==> src/rtl/str_to_num_gen_pkg.sv <==
// Shared definitions for the ASCII-to-integer stream parser: FSM state
// encodings, ASCII code points, radix constants and a small helper.
package str_to_num_gen_pkg;

  // Parser states; EMIT is the only state that back-pressures the input
  typedef enum logic [2:0] {
    ST_IDLE = 3'd0,
    ST_SIGN = 3'd1,
    ST_ZERO = 3'd2,
    ST_HEXP = 3'd3,
    ST_DEC  = 3'd4,
    ST_HEX  = 3'd5,
    ST_EMIT = 3'd6
  } state_t;

  // ASCII code points the parser cares about
  localparam logic [7:0] ASCII_0     = 8'h30;
  localparam logic [7:0] ASCII_9     = 8'h39;
  localparam logic [7:0] ASCII_LA    = 8'h61;
  localparam logic [7:0] ASCII_LF    = 8'h66;
  localparam logic [7:0] ASCII_UA    = 8'h41;
  localparam logic [7:0] ASCII_UF    = 8'h46;
  localparam logic [7:0] ASCII_LX    = 8'h78;
  localparam logic [7:0] ASCII_UX    = 8'h58;
  localparam logic [7:0] ASCII_MINUS = 8'h2D;

  // Multiplier applied to the accumulator per accepted digit
  localparam logic [4:0] RADIX_DEC = 5'd10;
  localparam logic [4:0] RADIX_HEX = 5'd16;

  // True for the second character of a "0x"/"0X" prefix
  function automatic logic is_hex_marker(input logic [7:0] c);
    return (c == ASCII_LX) || (c == ASCII_UX);
  endfunction

endpackage

==> src/rtl/str_to_num_gen_ascii_digit_decode.sv <==
// Combinational ASCII digit classifier. Decimal digits are always
// recognised; letters a-f / A-F only count as digits in hex mode.
module ascii_digit_decode
  import str_to_num_gen_pkg::*;
(
  input  logic [7:0] i_char,
  input  logic       i_hex_mode,
  output logic       o_is_dec,
  output logic       o_is_hex,
  output logic [3:0] o_val
);

  logic w_dec_range;
  logic w_alpha_range;

  assign w_dec_range   = (i_char >= ASCII_0) && (i_char <= ASCII_9);
  assign w_alpha_range = ((i_char >= ASCII_LA) && (i_char <= ASCII_LF)) ||
                         ((i_char >= ASCII_UA) && (i_char <= ASCII_UF));

  // Classify the character and produce its digit value. The low nibble of
  // '0'-'9' is the digit itself; for 'a'/'A' (low nibble 1) adding 9 gives 10.
  always_comb begin
    o_is_dec = 1'b0;
    o_is_hex = 1'b0;
    o_val    = 4'd0;
    if (w_dec_range) begin
      o_is_dec = 1'b1;
      o_is_hex = 1'b1;
      o_val    = i_char[3:0];
    end else if (i_hex_mode && w_alpha_range) begin
      o_is_dec = 1'b0;
      o_is_hex = 1'b1;
      o_val    = i_char[3:0] + 4'd9;
    end else begin
      o_is_dec = 1'b0;
      o_is_hex = 1'b0;
      o_val    = 4'd0;
    end
  end

endmodule

==> src/rtl/str_to_num_gen.sv <==
// Streaming ASCII number parser: turns a valid/ready character stream into
// one W-bit integer per token (decimal, optional 0x-hex, optional '-'),
// with a sticky overflow flag delivered alongside each value.
module str_to_num_gen
  import str_to_num_gen_pkg::*;
#(
  parameter int W         = 32,
  parameter bit HEX_EN    = 1'b1,
  parameter bit SIGNED_EN = 1'b1
) (
  input  logic         clk,
  input  logic         rst,
  input  logic [7:0]   s_dtm,
  input  logic         s_vld,
  output logic         s_rdy,
  output logic [W-1:0] n_dtm,
  output logic         n_vld,
  input  logic         n_rdy,
  output logic         n_ovf
);

  // Largest magnitude a negative W-bit result can represent (2^(W-1))
  localparam logic [W-1:0] NEG_MAG_LIMIT = {1'b1, {(W-1){1'b0}}};

  state_t       r_state;
  logic [W-1:0] r_acc;
  logic         r_neg;
  logic         r_ovf;
  logic         r_n_vld;
  logic [W-1:0] r_n_dtm;
  logic         r_n_ovf;

  logic         w_hex_mode;
  logic         w_is_dec;
  logic         w_is_hex;
  logic [3:0]   w_val;
  logic [W-1:0] w_val_ext;
  logic [4:0]   w_radix;
  logic [W+4:0] w_prod;
  logic         w_prod_ovf;
  logic         w_is_minus;
  logic         w_is_x;
  logic         w_neg_big;
  logic [W-1:0] w_out_dtm;
  logic         w_out_ovf;
  logic         w_go_emit;

  // Letters are digits only once a "0x" prefix has been seen
  assign w_hex_mode = (r_state == ST_HEXP) || (r_state == ST_HEX);

  ascii_digit_decode u_digit (
    .i_char     (s_dtm),
    .i_hex_mode (w_hex_mode),
    .o_is_dec   (w_is_dec),
    .o_is_hex   (w_is_hex),
    .o_val      (w_val)
  );

  assign w_val_ext  = {{(W-4){1'b0}}, w_val};
  assign w_is_minus = SIGNED_EN && (s_dtm == ASCII_MINUS);
  assign w_is_x     = HEX_EN && is_hex_marker(s_dtm);

  // acc*radix+digit computed 5 bits wider so the true result is visible;
  // anything above bit W-1 means the token no longer fits.
  assign w_radix    = (r_state == ST_HEX) ? RADIX_HEX : RADIX_DEC;
  assign w_prod     = ({5'd0, r_acc} * {{W{1'b0}}, w_radix}) +
                      {{(W+1){1'b0}}, w_val};
  assign w_prod_ovf = |w_prod[W+4:W];

  // Negative results: magnitude beyond 2^(W-1) cannot be represented
  assign w_neg_big = r_neg && (r_acc > NEG_MAG_LIMIT);
  assign w_out_dtm = r_neg ? (~r_acc + {{(W-1){1'b0}}, 1'b1}) : r_acc;
  assign w_out_ovf = r_ovf | w_neg_big;

  // Detect an accepted character that terminates the open token
  always_comb begin
    w_go_emit = 1'b0;
    if (s_vld) begin
      case (r_state)
        ST_ZERO: w_go_emit = !w_is_x && !w_is_dec;
        ST_HEXP: w_go_emit = !w_is_hex;
        ST_DEC:  w_go_emit = !w_is_dec;
        ST_HEX:  w_go_emit = !w_is_hex;
        default: w_go_emit = 1'b0;
      endcase
    end else begin
      w_go_emit = 1'b0;
    end
  end

  // Parser FSM, accumulator, overflow tracking and output register
  always_ff @(posedge clk or posedge rst) begin
    if (rst) begin
      r_state <= ST_IDLE;
      r_acc   <= {W{1'b0}};
      r_neg   <= 1'b0;
      r_ovf   <= 1'b0;
      r_n_vld <= 1'b0;
      r_n_dtm <= {W{1'b0}};
      r_n_ovf <= 1'b0;
    end else if (w_go_emit) begin
      // Terminator consumed: latch the finished value for the output side
      r_state <= ST_EMIT;
      r_n_vld <= 1'b1;
      r_n_dtm <= w_out_dtm;
      r_n_ovf <= w_out_ovf;
    end else begin
      case (r_state)
        ST_IDLE: begin
          if (s_vld) begin
            if (w_is_dec) begin
              r_acc   <= w_val_ext;
              r_state <= (w_val == 4'd0) ? ST_ZERO : ST_DEC;
            end else if (w_is_minus) begin
              r_state <= ST_SIGN;
            end else begin
              r_state <= ST_IDLE;
            end
          end
        end
        ST_SIGN: begin
          // A '-' only sticks if a digit follows it immediately
          if (s_vld) begin
            if (w_is_dec) begin
              r_neg   <= 1'b1;
              r_acc   <= w_val_ext;
              r_state <= (w_val == 4'd0) ? ST_ZERO : ST_DEC;
            end else begin
              r_state <= ST_IDLE;
            end
          end
        end
        ST_ZERO: begin
          if (s_vld) begin
            if (w_is_x) begin
              r_state <= ST_HEXP;
            end else begin
              r_acc   <= w_val_ext;
              r_state <= ST_DEC;
            end
          end
        end
        ST_HEXP: begin
          if (s_vld) begin
            r_acc   <= w_val_ext;
            r_state <= ST_HEX;
          end
        end
        ST_DEC, ST_HEX: begin
          if (s_vld) begin
            r_acc <= w_prod[W-1:0];
            r_ovf <= r_ovf | w_prod_ovf;
          end
        end
        ST_EMIT: begin
          if (n_rdy) begin
            r_state <= ST_IDLE;
            r_n_vld <= 1'b0;
            r_acc   <= {W{1'b0}};
            r_neg   <= 1'b0;
            r_ovf   <= 1'b0;
          end
        end
        default: begin
          r_state <= ST_IDLE;
          r_n_vld <= 1'b0;
          r_acc   <= {W{1'b0}};
          r_neg   <= 1'b0;
          r_ovf   <= 1'b0;
        end
      endcase
    end
  end

  // Input side is blocked only while a value waits to be taken
  assign s_rdy = !rst && (r_state != ST_EMIT);
  assign n_vld = r_n_vld;
  assign n_dtm = r_n_dtm;
  assign n_ovf = r_n_ovf;

endmodule
==> config.mk <==
export PLATFORM = sky130hd
export DESIGN_NAME = str_to_num_gen
export DESIGN_NICKNAME = d
export VERILOG_FILES = /design/src/rtl/str_to_num_gen_pkg.sv /design/src/rtl/str_to_num_gen_ascii_digit_decode.sv /design/src/rtl/str_to_num_gen.sv
export SDC_FILE = /design/constraint.sdc
export NUM_CORES = 1
export LEC_CHECK = 0
export CAP_MARGIN = 40
export CORE_MARGIN = 3
export CORE_UTILIZATION = 52
export CTS_CLUSTER_DIAMETER = 60
export CTS_CLUSTER_SIZE = 20
export DETAILED_ROUTE_END_ITERATION = 8
export PLACE_DENSITY = 0.83
export SLEW_MARGIN = 20
export SYNTH_ARGS = -nofsm -noshare
export SYNTH_HDL_FRONTEND = slang
export SYNTH_SLANG_ARGS = --single-unit
==> constraint.sdc <==
create_clock -name clk -period 6.4 [get_ports clk]
set_input_delay 1.6 -clock clk [delete_from_list [all_inputs] [get_ports clk]]
set_output_delay 1.6 -clock clk [all_outputs]
set_load 0.1 [all_outputs]
==> Flow_metrics.wiki <==
{| class="wikitable"
! Metric !! Value
|-
| Result of the run || finished, final reports clean
|-
| Number of clock sinks || 71
|-
| Syn. warnings || 0
|-
| Family with the most delay on the worst path || adder cells
|-
| Final #Nets || 1,046
|-
| Core Area || 12,900 µm²
|-
| Hold bufs inserted after CTS || 0
|-
| Area of combinational cells with multiple inputs || 4930 µm²
|-
| Number of enable-type register cells in the synthesized netlist || 0
|-
| TritonCTS clock tree || yes
|-
| Setup repair after global routing missed its margin || false
|-
| Worst Path Buf+Inv || 2
|-
| Launching instance or port of the critical path || s_dtm[0]
|-
| Worst slack at placement || -4.87 ps
|-
| IO buf count || 46
|-
| Leading post-synthesis cells by cell area || dfrtp_1, ha_1, fa_1
|-
| Post-Syn Area per Cell || 8.45 µm²
|-
| Final setup violation count || 0
|-
| Cells along the critical path || clkdlybuf4s50_1 -> inv_1 -> ha_1 -> nor2_1 -> o21ai_0 -> and4b_1 -> a21o_1 -> ha_1 -> ha_1 -> fa_1 -> ha_1 -> a21o_1 -> and4_1 -> o21ai_1 -> a21oi_1 -> nand3b_1 -> a221o_1 -> a211oi_1 -> xor2_1 -> o21ai_0
|-
| Via count of the first global-routing pass || 6,531
|-
| Startpoint of the worst hold path || n_dtm[0]
|-
| Cell accounting for the most synthesized area || dfrtp_1
|-
| Relative area change from synthesis to final layout || 24.4%
|-
| Total count of hold-check failures in the final report || 0
|-
| Portion of the clock cycle consumed by the worst path in the final layout || 94.4%
|-
| Total half-perimeter wirelength after legalization and detailed placement || 14,400 µm
|-
| Final Max Tran Viols || 0
|-
| Floorplan die area || 14,900 µm²
|-
| DR pass1 iterations || 5
|-
| Worst-case clock skew || 7.74 ps
|-
| CP arrival || 6240 ps
|-
| Worst flop-to-flop path startpoint || r_state[2]
|-
| Total global routing overflow || 0
|-
| Sequential share of the synthesized area || 25.4%
|-
| Area fraction of the dominant cell type after synthesis || 25.4%
|-
| Vias after detailed routing || 6,465
|-
| 1st-iter DRT viols || 741
|-
| Worst-case clock buffer depth || 2
|-
| Fill cells || 961
|-
| CP Data Required Time || 6610 ps
|-
| Classification of the worst setup path || input port to flop
|-
| Diodes inserted || 0
|-
| Achievable clock frequency || 0.166 GHz
|-
| Starting Density || 54.3%
|-
| Via count normalized by instance count || 5.86
|-
| Maximum number of pins on one net before global-route repair || 72
|-
| Fin crit period || 6040 ps
|-
| Min Hold Slack || 508 ps
|-
| Number of rows in the core area || 41
|-
| Crit-path slowest cell || clkdlybuf4s50_1
|-
| Number of placed I/O pins || 47
|-
| Synthesis-stage register bit count || 71
|-
| Setup slack of the critical path after layout || 360 ps
|-
| Final estimated routing congestion in global placement || 0.912
|-
| Transition time at the pin with the least slew margin || 805 ps
|-
| HP Class || flop to flop
|-
| Clock-pin transition on the worst setup and hold timing paths || 60 ps
|-
| Most used flip-flop cell after synthesis || dfrtp_1
|-
| Global-route wire length before repair || 32,200 µm
|-
| Aggregate global-route resource usage || 27.2%
|-
| Width of the die || 122 µm
|-
| Max_slew headroom || 46.2%
|-
| Element type at the critical path end || flop
|-
| Height of the die || 122 µm
|-
| Number of cells produced by synthesis || 828
|-
| CP most frequent cell || ha_1
|-
| Wire length per cell after detailed routing || 17.4 µm
|-
| Max-cap viol count || 0
|-
| Ys async rst share || 100%
|-
| Most frequent standard cell in the layout excluding fill and tap cells || nand2_1
|-
| Crit Path Max Fanout || 5
|-
| Total standard cell area after synthesis || 7000 µm²
|-
| Most frequent cells in the layout || nand2_1, ha_1, dfrtp_1
|-
| Peak per-stage delay on the critical path || 560 ps
|-
| Critical path launch point type || input port
|-
| # H-tree levels || 3
|-
| DRC Markers || 0
|-
| Total area of sequential cells || 1780 µm²
|-
| Number of antenna violations at the first check in global routing || 0
|-
| Final wirelength || 19,200 µm
|-
| Number of buffers inserted during clock tree synthesis || 9
|-
| Number of nets with antenna violations after routing || 0
|-
| Clk Latency, worst-skew pair || 350 ps
|-
| Post-synthesis cell type count || 61
|-
| Placed cells || 1,088
|-
| Layout Cells excl Fill || 1,104
|-
| Buffer type at the clock tree root || clkbuf_16
|-
| Share of cells above drive strength 1 || 9.23%
|}
==> worst register-to-register path, cell delays in order, from the launching register on <==
cell and delay, ps:
dfrtp_1 480, inv_1 190, nor2_1 530, nand2_1 200, buf_4 240, nand2_1 140, a21boi_0 360, fa_1 490
inv_1 70, ha_1 230, ha_1 390, a21oi_1 250, o21ai_0 160, a2111oi_0 490, a21oi_1 160, o21ai_0 330
o21bai_1 120, a21oi_1 180, xor2_1 170, o31ai_1 80
==> per-layer routing <==
metal | vias up | GRT usage [%] | part of all wire (%)
met5 | - | 0 | 0
met2 | 265 | 46.6 | 49
met1 | 3079 | 34.4 | 41
met4 | 0 | 9.59 | 2.8
li1 | 3066 | - | -
met3 | 55 | 5.29 | 6.7
==> logic make-up after synthesis <==
group	count (synthesis)	share of synthesized area (%)
AOI/OAI and AO/OA	245	22.6
and+or+nand+nor	236	15.8
adders and majority gates	107	22.5
buffers and inverters	105	5.74
DFF	71	25.4
xor gates and xnor gates	58	7.26
muxes	4	0.626
other	2	0.107
==> what timing repair did <==
action / 4_1_cts / 5_1_grt
setup endpoints to repair: 0 / 1
resized for setup: 0 / 1
setup buffers: 0 / 0
==> cells in the mapped netlist, types with 4 or more instances <==
| cell type | n |
|---|---|
| o21ai_1 | 4 |
| a21oi_1 | 68 |
| nor2_1 | 53 |
| nand2b_1 | 5 |
| nand3_1 | 8 |
| clkbuf_1 | 32 |
| a21boi_0 | 26 |
| ha_1 | 76 |
| o21ai_0 | 48 |
| a31oi_1 | 9 |
| o31ai_2 | 4 |
| xnor2_1 | 16 |
| nor3_1 | 8 |
| a21o_1 | 27 |
| nand2_1 | 107 |
| and3_1 | 8 |
| dfrtp_1 | 71 |
| o31ai_1 | 22 |
| xor2_1 | 42 |
| fa_1 | 31 |
| nand4_1 | 5 |
| inv_1 | 71 |
| nor2b_1 | 7 |
| or3_1 | 10 |
==> per-stage QoR <==
step           TNS [ps]  instance area (µm²)  util, %
6_report              0                 8700     67.6
5_1_grt               0                 8700     67.6
4_1_cts               0                 8700     67.6
3_5_place_dp      -4.87                 8390     65.2
3_3_place_gp          0                 7730     60.0
2_1_floorplan         0                 7110        -
==> flip-flops by register name, indices dropped and copies added, names as in the netlist <==
signal and cells:
r_state 3, n_dtm 32, r_ovf 1, r_acc 32, n_vld 1, r_neg 1
n_ovf 1
==> area by class of cell <==
cell class,instances,share of cell area [%]
tap,172,2.47
multi-input combinational,681,56.6
clock buffer,11,2.90
sequential,71,20.4
inverter,72,3.11
timing repair buffer,92,13.8
clock inverter,5,0.647
==> worst paths after layout <==
check | end | slack (ps) | depth (start not counted)
setup / recovery | r_acc[30] | 360 | 20
hold / removal | n_dtm[0] | 510 | 1
setup reg to reg | r_acc[28] | 970 | 19
hold reg to reg | n_dtm[0] | 510 | 1
max in group asynchronous | r_acc[11] | 3700 | 3
min in group asynchronous | r_acc[0] | 1650 | 2
Power is left out: the tool's default activity adds up to more than one toggle a clock period on the data nets, which glitch-free logic cannot reach.
